**src/rtl/regfile_pkg.sv**
```systemverilog
// Shared types and default sizes for the parametrised register file.
package regfile_pkg;

  typedef enum logic {
    RF_CLEAR,
    RF_RUN
  } rf_state_t;

  localparam int RF_DATA_W = 32;
  localparam int RF_DEPTH  = 32;

endpackage

```
**src/rtl/regfile_scoreboard.sv**
```systemverilog
// Per-register busy bits: reserve sets, write clears, reserve wins on a tie.
module regfile_scoreboard
  import regfile_pkg::*;
#(
  parameter int DEPTH  = RF_DEPTH,
  parameter int ADDR_W = $clog2(DEPTH)
) (
  input  logic              clk,
  input  logic              rst,
  input  logic              wr_en,
  input  logic [ADDR_W-1:0] wr_idx,
  input  logic              rsv_en,
  input  logic [ADDR_W-1:0] rsv_idx,
  input  logic [ADDR_W-1:0] rs1,
  input  logic [ADDR_W-1:0] rs2,
  output logic              busy1,
  output logic              busy2
);

  logic [DEPTH-1:0] busy;

  // The later assignment takes priority, so a new producer beats the write.
  always_ff @(posedge clk or posedge rst) begin
    if (rst) begin
      busy <= '0;
    end else begin
      if (wr_en)  busy[wr_idx]  <= 1'b0;
      if (rsv_en) busy[rsv_idx] <= 1'b1;
    end
  end

  assign busy1 = busy[rs1];
  assign busy2 = busy[rs2];

endmodule

```
**src/rtl/regfile_param.sv**
```systemverilog
// Scoreboarded register file with post-reset clear sequencer.
// Optional same-cycle write-to-read bypass: define REGFILE_BYPASS_EN.
module regfile_param
  import regfile_pkg::*;
#(
  parameter int DATA_W   = RF_DATA_W,
  parameter int DEPTH    = RF_DEPTH,
  parameter int ADDR_W   = $clog2(DEPTH),
  parameter int ZERO_REG = 1
) (
  input  logic              clk,
  input  logic              rst,
  input  logic [ADDR_W-1:0] rs1,
  input  logic [ADDR_W-1:0] rs2,
  output logic [DATA_W-1:0] op1,
  output logic [DATA_W-1:0] op2,
  output logic              op1_busy,
  output logic              op2_busy,
  input  logic [ADDR_W-1:0] rd,
  input  logic              wr_en,
  input  logic [DATA_W-1:0] wr_data,
  input  logic              rsv_en,
  input  logic [ADDR_W-1:0] rsv_rd,
  output logic              ready
);

  localparam logic [ADDR_W-1:0] LAST = ADDR_W'(DEPTH - 1);
  localparam logic              ZR   = (ZERO_REG != 0);

  rf_state_t         state, state_nx;
  logic [ADDR_W-1:0] cidx, cidx_nx;
  logic              run;
  logic              wr_ok, rsv_ok;
  logic              sb_busy1, sb_busy2;
  logic [DATA_W-1:0] rd1, rd2;
  logic [DATA_W-1:0] dat1, dat2;
  logic              bsy1, bsy2;

  logic [DATA_W-1:0] mem [DEPTH];

  always_ff @(posedge clk or posedge rst) begin
    if (rst) begin
      state <= RF_CLEAR;
      cidx  <= '0;
    end else begin
      state <= state_nx;
      cidx  <= cidx_nx;
    end
  end

  always_comb begin
    state_nx = state;
    cidx_nx  = cidx;
    ready    = 1'b0;
    unique case (state)
      RF_CLEAR: begin
        cidx_nx = cidx + 1'b1;
        if (cidx == LAST) state_nx = RF_RUN;
      end
      RF_RUN: ready = 1'b1;
      default: ;
    endcase
  end

  assign run    = (state == RF_RUN);
  assign wr_ok  = run && wr_en && !(ZR && rd == '0);
  assign rsv_ok = run && rsv_en && !(ZR && rsv_rd == '0);

  // Storage needs no reset: the clear sequencer zeroes it before use.
  always_ff @(posedge clk) begin
    if (!run)       mem[cidx] <= '0;
    else if (wr_ok) mem[rd]   <= wr_data;
  end

  regfile_scoreboard #(
    .DEPTH  (DEPTH),
    .ADDR_W (ADDR_W)
  ) u_sb (
    .clk     (clk),
    .rst     (rst),
    .wr_en   (wr_ok),
    .wr_idx  (rd),
    .rsv_en  (rsv_ok),
    .rsv_idx (rsv_rd),
    .rs1     (rs1),
    .rs2     (rs2),
    .busy1   (sb_busy1),
    .busy2   (sb_busy2)
  );

  assign rd1 = (ZR && rs1 == '0) ? '0 : mem[rs1];
  assign rd2 = (ZR && rs2 == '0) ? '0 : mem[rs2];

`ifdef REGFILE_BYPASS_EN
  logic byp1, byp2;

  assign byp1 = wr_ok && (rd == rs1);
  assign byp2 = wr_ok && (rd == rs2);
  assign dat1 = byp1 ? wr_data : rd1;
  assign dat2 = byp2 ? wr_data : rd2;
  assign bsy1 = byp1 ? (rsv_ok && rsv_rd == rs1) : sb_busy1;
  assign bsy2 = byp2 ? (rsv_ok && rsv_rd == rs2) : sb_busy2;
`else
  assign dat1 = rd1;
  assign dat2 = rd2;
  assign bsy1 = sb_busy1;
  assign bsy2 = sb_busy2;
`endif

  assign op1      = run ? dat1 : '0;
  assign op2      = run ? dat2 : '0;
  assign op1_busy = run && bsy1;
  assign op2_busy = run && bsy2;

endmodule

```
**config.mk**
```make
export PLATFORM = sky130hd
export DESIGN_NAME = regfile_param
export DESIGN_NICKNAME = d
export VERILOG_FILES = /design/src/rtl/regfile_pkg.sv /design/src/rtl/regfile_scoreboard.sv /design/src/rtl/regfile_param.sv
export SDC_FILE = /design/constraint.sdc
export NUM_CORES = 1
export LEC_CHECK = 0
export ABC_AREA = 0
export CAP_MARGIN = 5
export CORE_UTILIZATION = 53
export CTS_BUF_LIST = sky130_fd_sc_hd__clkbuf_8
export DETAILED_ROUTE_END_ITERATION = 6
export GPL_ROUTABILITY_DRIVEN = 1
export GPL_TIMING_DRIVEN = 0
export PLACE_DENSITY = 0.7
export SLEW_MARGIN = 20
export SYNTH_ARGS = -nofsm -noshare
export SYNTH_HDL_FRONTEND = slang
export SYNTH_SLANG_ARGS = --single-unit
```
**constraint.sdc**
```tcl
create_clock -name clk -period 5 [get_ports clk]
set_input_delay 1 -clock clk [delete_from_list [all_inputs] [get_ports clk]]
set_output_delay 1 -clock clk [all_outputs]
set_load 0.1 [all_outputs]
```
==> Word-level counts from Yosys, hierarchy flattened <==
Memories as Yosys holds them, arrays and structs flattened.
Cells that the tools add are included.
{ "totals": {"memories": 1, "output_inout_bits": 67, "rom_bits": 0, "ff_bits": 38, "word_cells": 54, "latchBits": 0, "ram_bits": 1024} }
{ "op_classes": {"n_eq_ne": 1, "bitwise_logic": 3, "reduce_logical": 15, "mul": 0, "muxes": 24, "n_addsub": 1, "shift": 0, "n_div": 0, "magnitude_cmp": 6} }
{ "memory_table": {"columns": ["memory", "words", "word_bits", "read_ports", "rd_ports_with_merged_regs", "wr", "line", "text"], "rows": [
  ["mem", 32, 32, 2, 0, 1, "regfile_param.sv:39", "logic [DATA_W-1:0] mem [DEPTH];"]
]} }
{ "ops": {"columns": ["cell", "n"], "rows": [
  ["32-bit two-way mux", 7],
  ["32-bit AND", 1],
  ["32-bit inverter", 1],
  ["32-bit bitwise OR", 1],
  ["32-bit OR reduction", 1],
  ["5-bit by 6-bit less-than comparator with 1-bit output, second input constant", 4],
  ["5-bit zero test", 4],
  ["1-bit two-way mux", 12],
  ["1-bit binary-select mux with 5-bit select", 2],
  ["1-bit demux with 5-bit select", 2],
  ["5-bit by 1-bit >= comparator with 1-bit output, second input constant", 2],
  ["1-bit logical AND", 8],
  ["5-bit by 1-bit adder with 5-bit output, second input constant", 1],
  ["5-bit equality test, second input constant", 1],
  ["5-bit two-way mux", 1],
  ["1-bit zero test", 2]
]} }

==> Depth between registers and ports, before layout <==
Gate-level depths: netlist of the first run.
{ "depth": {"ltp_word": 9, "depth_mapped": 7} }

==> Hierarchy <==
From an unflattened synthesis of the first run, not the netlist that was laid out.
{ "hier_totals": {"cells_unflattened": 3084, "hier_area_um2": 48484.0} }
{ "modules_own_cells": {"columns": ["module", "cells_per_inst", "n_inst", "area_each_um2", "seq_area_each_um2"], "rows": [
  ["regfile_param", 2875, 1, 46527.1, 29998.8],
  ["regfile_scoreboard", 209, 1, 1956.9, 800.8]
]} }

==> Worst setup path after synthesis of the first run <==
No wires, ideal clock.
{ "synth_timing": {"path_kind": "input to register", "startpoint": "input port rd[4]", "endpoint": "memory mem[10][0] in the netlist's numbering (enable)", "setup_slack_ps": -947, "arrival_ps": 5445, "path_buffers": 3, "stages": 7, "setup_time_ps": 501, "cell_sequence": "buf_6 > or3_1 > buf_6 > o311ai_4 > buf_8 > mux2_2 > nor4_1"} }
{ "synth_via": {"elab_chain_cells": 8, "word_cells_on_any_way": 9} }
{ "synth_lines": {"columns": ["element", "line", "text"], "rows": [
  ["from (decl)", "regfile_param.sv:19", "input logic [ADDR_W-1:0] rd,"],
  ["5-bit zero test", "regfile_param.sv:66", "assign wr_ok = run && wr_en && !(ZR && rd == '0);"],
  ["1-bit zero test", "regfile_param.sv:66", null],
  ["1-bit logical AND", "regfile_param.sv:66", null],
  ["1-bit two-way mux", "regfile_param.sv:72", "else if (wr_ok) mem[rd] <= wr_data;"],
  ["1-bit two-way mux", "regfile_param.sv:71", "if (!run) mem[cidx] <= '0;"],
  ["1-bit two-way mux (not written as such)", "regfile_param.sv:72", null],
  ["32-bit OR reduction (no line)", null, null],
  ["5-bit two-way mux (no line) or 1-bit two-way mux (tied branches)", null, null],
  ["to (decl)", "regfile_param.sv:39", null]
]} }
Parallel ways exist; a longest one is shown, timed or not.

==> Worst setup path in the final report of the first run <==
{ "layout_timing": {"startpoint": "input port rs1[4]", "endpoint": "output port op1[9]"} }
{ "layout_via": {"elab_chain_cells": 3, "word_cells_on_any_way": 4} }
{ "layout_lines": {"columns": ["element", "line", "text"], "rows": [
  ["from (decl)", "regfile_param.sv:13", "input logic [ADDR_W-1:0] rs1,"],
  ["memory read 32 x 32 bit or 5-bit zero test (tied branches)", null, null],
  ["32-bit two-way mux *", "regfile_param.sv:91", "assign rd1 = (ZR && rs1 == '0) ? '0 : mem[rs1];"],
  ["32-bit two-way mux *", "regfile_param.sv:110", "assign op1 = run ? dat1 : '0;"],
  ["to (decl)", "regfile_param.sv:15", "output logic [DATA_W-1:0] op1,"]
]} }
Every way passes the cells marked *; elsewhere a longest branch is shown, timed or not.

==> impl_metrics.ini, run 1 <==
[status]
outcome = finished, violations left
violations = negative setup slack

[floorplan]
die-area_mm2 = 0.0948
num_io_pins = 123
fp.dieW_um = 308
floorplan.core_area_mm2 = 0.0922
die_h_um = 308
num_rows = 111
floorplan.initialDensity_pct = 53.8

[layout]
drive_above_1_share_pct = 37.6
stdcell_count = 4214
post-route-util_pct = 61.9
design.final.nets = 2885
area_delta_synth_final_pct = 15.0
fin_area_mm2 = 0.0571
num-fill-cells = 6513

[power_and_ir_drop]
total_leakage_power_nw = 20.6
vdd_drop_max_uv = 304
power.density_cell_area_mw_per_mm2 = 332

[synthesis]
synth.lib_cells_used.distinct = 47
synth_largest_area_cell = sky130_fd_sc_hd__edfxtp_1
synth.yosys.seq_area_share_pct = 63.9
synth_area_per_cell_um2 = 20.7
synth-warning-count = 0
netlist.area_leader.share_pct = 62.0
synth_most_common_cell = sky130_fd_sc_hd__edfxtp_1
mappedNetlistNets = 2458
synth_area_leaders = sky130_fd_sc_hd__edfxtp_1, sky130_fd_sc_hd__mux4_2, sky130_fd_sc_hd__mux2i_1
postSynthRegisterBits = 1062
mappedNetlistArea_mm2 = 0.0496
synth_enable_flop_cells = 1024
synth.top_cells.by_count = sky130_fd_sc_hd__edfxtp_1, sky130_fd_sc_hd__mux4_2, sky130_fd_sc_hd__mux2i_1
syn-instance-count = 2400
dominantRegCellSynth = sky130_fd_sc_hd__edfxtp_1
synth-async-reset-ratio_pct = 3.58

[clocking]
cts_root_buf = sky130_fd_sc_hd__clkbuf_8
cts_setup_buffers = 0
tritoncts = done
clk_latency_ns = 0.86
cts_resized = 387
clkSlewWorstSetupHoldPaths_ns = 0.07
cts_max_level = 4
cts.sinks = 1062
cts.path.max_buffers = 3
cts.hold.buffers_added = 0
tritoncts.num_buffers = 170

[timing]
drv_slew = 0
period_share_pct = 101
timing.final.ws_setup_ns = -0.0416
fin_skew_ns = 0.0665
worst_pin_slew_ns = 1.21
unrepaired_setup_endpoints_after_global_routing = yes
max_slew_margin_pct = 19.2
final_hold_viol_count = 0
final.min_clock_period_ns = 5.04
report.final.setup_viol = 7
maxClockFrequency_mhz = 198

[global_routing]
largest_net_degree_at_the_start_of_global_routing = 39
overflow = 0
grt_pass1_vias = 30700
number_of_antenna_violations_at_the_first_check_in_global_routing = 3
grt_util_all_layers_pct = 32.7
grt_first_pass_wirelength_mm = 215

[job]
max_cap_viol_count = 0

[critical_path]
worst_path_max_delay_cell = sky130_fd_sc_hd__or4b_2
worstPathArrival_ns = 4.04
worstPathMaxFanout = 10
cp_common_cell = sky130_fd_sc_hd__clkbuf_1
crit_path_cell_trace = clkdlybuf4s50_1, or4b_2, clkbuf_1, clkbuf_1, o22a_1, o221ai_1, buf_2
crit_path_required_time_ns = 4.00
critical_path_sink_type = primary output
top_delay_family_on_crit_path = buffers and inverters
critical_path_buf_inv_count = 4
crit_path_max_incr_delay_ns = 0.69
setup.worst_path.class = in2out
crit_path_start_kind = primary input

[route]
drt_pre_antenna_iters = 6
finalWirelength_mm = 152
vias_per_cell = 7.04
vias = 29700
remaining_drc_errors = 0
detailedRoute.firstIterationViolations = 4103
detail-route-antenna-nets = 0
wirelength_per_cell_um = 36.1

[place]
port_buffers = 115
detailedPlacementHpwl_mm = 108
gp_congestion = 0.873
placed_cell_areas_mm2 = 0.0540
dpl_worst_slack_ns = -1.20
dp.cells = 3896

[worst_hold_path]
min_path_type = reg2reg
-- worst paths after layout --
path,to,slack (ns),start,cells past startpoint
worst max-delay path,op1[9],-0.04,rs1[4],7
worst min-delay path,u_sb.busy[0],0.50,u_sb.busy[0],1
worst max register to register,mem[15][17],1.40,run,7
worst min register to register,u_sb.busy[0],0.50,u_sb.busy[0],1
max in group asynchronous,cidx[4],3.83,rst,2
min in group asynchronous,u_sb.busy[5],0.63,rst,2
-- cells by family after synthesis --
group	count (synthesis)	share of synthesized area, %
compound gates	208	3.23
simple gates	133	1.57
buf+inv	192	1.75
flops	1062	63.9
mux	800	29.4
fa+ha+maj	2	0.0504
xor+xnor	3	0.0530
-- area by class of cell --
type	count	area, µm²	area share (%)
diodes	5	12.5	0.0219
clock buffers	173	2380	4.17
multi-input cells	1146	17400	30.4
plain buffers	190	1040	1.83
flip-flops and latches	1062	31700	55.6
clock inverters	138	749	1.31
repair buffers	255	2250	3.94
well taps	1243	1560	2.73
inverters	2	7.51	0.0132
-- cells in the final DEF (no fill, tap or decap), drive strengths merged, types with 6 or more instances in the layout --
cell,Yosys,final
inv,2,62
clkinvlp,0,6
nand3b,9,9
nand2,12,12
nor3,26,26
edfxtp,1024,1024
nor2,7,7
o21ai,66,66
mux2,6,6
nand2b,8,8
buf,107,292
clkdlybuf4s50,0,49
o22a,64,64
nand3,8,8
clkbuf,83,273
dfrtp,38,38
clkinv,0,67
and2,32,32
mux2i,268,268
mux4,526,526
nor4,8,8
o221ai,66,66
nor2b,7,7
-- through the flow --
stage          total power, mW  hold slack (ns)  setup TNS (ns)
2_1_floorplan             11.4            0.441         -128.61
4_1_cts                   18.9            0.499         -0.0877
5_1_grt                   19.4            0.521     -0.00000178
3_5_place_dp              12.1            0.487          -64.70
6_report                  19.0            0.501          -0.125
3_3_place_gp              12.0            0.455        -2952.37
-- registers in the layout (all words and copies together), names as in the netlist --
| signal | count |
|---|---|
| mem | 1024 |
| run | 1 |
| u_sb.busy | 32 |
| cidx | 5 |
-- layer usage --
layer  routed length (µm)  GRT usage, %  up-vias  share of wire (%)
met3                16900          7.33      412                 11
met2                73800          52.3     2119                 48
met4                 7580          15.9        0                5.0
li1                     -             -    11500                  -
met5                    0             0        -                  0
met1                53900          42.9    15700                 35
-- power by group --
| part | switching, mW | leakage (nW) | internal [mW] |
|---|---|---|---|
| registers | 0.0289 | 11.1 | 9.82 |
| logic | 1.40 | 7.66 | 0.664 |
| clock network | 3.55 | 1.80 | 3.50 |
| total | 4.97 | 20.6 | 14.0 |
Note: power is estimated with default switching activity, not from simulation.
==> run 2, diff against run 1 <==
clock period = 4.2 ns   (was 5 ns; I/O delays follow)
==> impl_metrics.ini, run 2 (synthesis results as in run 1) <==
[timing]
fin_skew_ns = 0.0257
worst_pin_slew_ns = 1.13
maxClockFrequency_mhz = 235
max_slew_margin_pct = 24.9
final_hold_viol_count = 0
setup_tns_ns = -0.205
drv_slew = 0
period_share_pct = 101
timing.final.ws_setup_ns = -0.0611
final.min_clock_period_ns = 4.26
report.final.setup_viol = 10
unrepaired_setup_endpoints_after_global_routing = no

[route]
detailedRoute.firstIterationViolations = 3932
wirelength_per_cell_um = 35.3
drt_pre_antenna_iters = 5
vias = 29100
finalWirelength_mm = 148
remaining_drc_errors = 0
detail-route-antenna-nets = 0
vias_per_cell = 6.94

[global_routing]
number_of_antenna_violations_at_the_first_check_in_global_routing = 5
grt_first_pass_wirelength_mm = 211
overflow = 0
grt.met1_usage_pct = 41.6
busiest_layer = met2
grt_util_all_layers_pct = 31.9
global_route.usage.met2_pct = 50.5
grt.met3_usage_pct = 9.57
grt_pass1_vias = 30300
largest_net_degree_at_the_start_of_global_routing = 39

[critical_path]
worstPathArrival_ns = 3.42
crit_path_required_time_ns = 3.36
setup.worst_path.class = in2out
worstPathMaxFanout = 10
critical_path_sink_type = primary output
crit_path_start_kind = primary input
r2r_cells = 6

[status]
violations = negative setup slack
outcome = finished, violations left

[layout]
leading_cell_type_in_the_layout_fill_and_taps_excluded = sky130_fd_sc_hd__edfxtp_1
final_cell_mix = sky130_fd_sc_hd__edfxtp_1, sky130_fd_sc_hd__mux4_2, sky130_fd_sc_hd__mux2i_1
area_delta_synth_final_pct = 17.2
post-route-util_pct = 63.0
reg_top3 = mem (1024), u_sb.busy (32), cidx (5)
largest_register_ffs = 1024
registers.top_by_ff_count = mem
drive_above_1_share_pct = 42.4
design.final.nets = 2866

[clocking]
clk_latency_ns = 0.86
cts.path.max_buffers = 3
tritoncts.num_buffers = 173
cts.hold.buffers_added = 0
clkSlewWorstSetupHoldPaths_ns = 0.06
cts.sinks = 1062
cts_root_buf = sky130_fd_sc_hd__clkbuf_8
tritoncts = done
cts_max_level = 4

[floorplan]
floorplan.core_area_mm2 = 0.0922
floorplan.initialDensity_pct = 53.8
num_rows = 111
num_io_pins = 123
die_h_um = 308
fp.dieW_um = 308
die-area_mm2 = 0.0948

[place]
detailedPlacementHpwl_mm = 105
port_buffers = 115
dpl_worst_slack_ns = -1.52
gp_congestion = 0.911

[power_and_ir_drop]
total_leakage_power_nw = 20.8
vdd_drop_max_uv = 340
power.density_cell_area_mw_per_mm2 = 386
design_power_total_mw = 22.5

[worst_hold_path]
hold-path-cell-count = 4
min_path_type = in2reg

[job]
max_cap_viol_count = 0
==> run 2: worst max-delay path, cell delays in order <==
cell	delay (ns)
sky130_fd_sc_hd__buf_2	0.33
sky130_fd_sc_hd__buf_2	0.49
sky130_fd_sc_hd__nand3_2	0.45
sky130_fd_sc_hd__clkbuf_1	0.56
sky130_fd_sc_hd__o221ai_2	0.38
sky130_fd_sc_hd__buf_4	0.35
==> run 2: area by class of cell <==
class	count	area (µm²)
Sequential cell	1062	31700
Tap cell	1243	1560
Timing Repair Buffer	237	2480
Inverter	2	7.51
Fill cell	6377	34100
Multi-Input combinational cell	1146	17900
Clock buffer	176	2420
Buffer	186	1390
Antenna cell	5	12.5
Clock inverter	138	632
==> run 2: metrics by stage <==
step | cell area [µm²] | cells | hold slack (ns)
2_1_floorplan | 50200 | 2400 | 0.441
3_3_place_gp | 52900 | 3758 | 0.461
3_5_place_dp | 54500 | 3874 | 0.487
4_1_cts | 58000 | 4190 | 0.357
5_1_grt | 58100 | 4192 | 0.438
6_report | 58100 | 4195 | 0.421
==> run 2: routing by layer <==
layer | routed length (µm) | share of wire, %
met5 | 20 | 0.013
met4 | 5960 | 4.0
met3 | 16400 | 11
met2 | 71900 | 49
met1 | 53900 | 36
==> run 2: power breakdown <==
group | leakage (nW) | internal [mW] | switching (mW)
combinational | 7.93 | 0.880 | 1.71
clock | 1.78 | 3.97 | 4.18
sequential | 11.1 | 11.7 | 0.0362
total | 20.8 | 16.5 | 5.93
==> run 2: repair_timing <==
action,CTS,global route
pin swaps,1,0
setup buffers,5,0
endpoints found under the setup margin,66,37
gates resized for setup,637,33
==> run 2: final timing paths <==
| path | end | startpoint | slack, ns |
|---|---|---|---|
| setup / recovery | op2[21] | rs2[3] | -0.06 |
| hold / removal | u_sb.busy[25] | rd[4] | 0.42 |
| min in group asynchronous | u_sb.busy[3] | rst | 0.48 |
| max in group asynchronous | cidx[2] | rst | 3.20 |
| setup reg to reg | mem[23][14] | run | 0.77 |
| hold reg to reg | u_sb.busy[0] | u_sb.busy[0] | 0.50 |
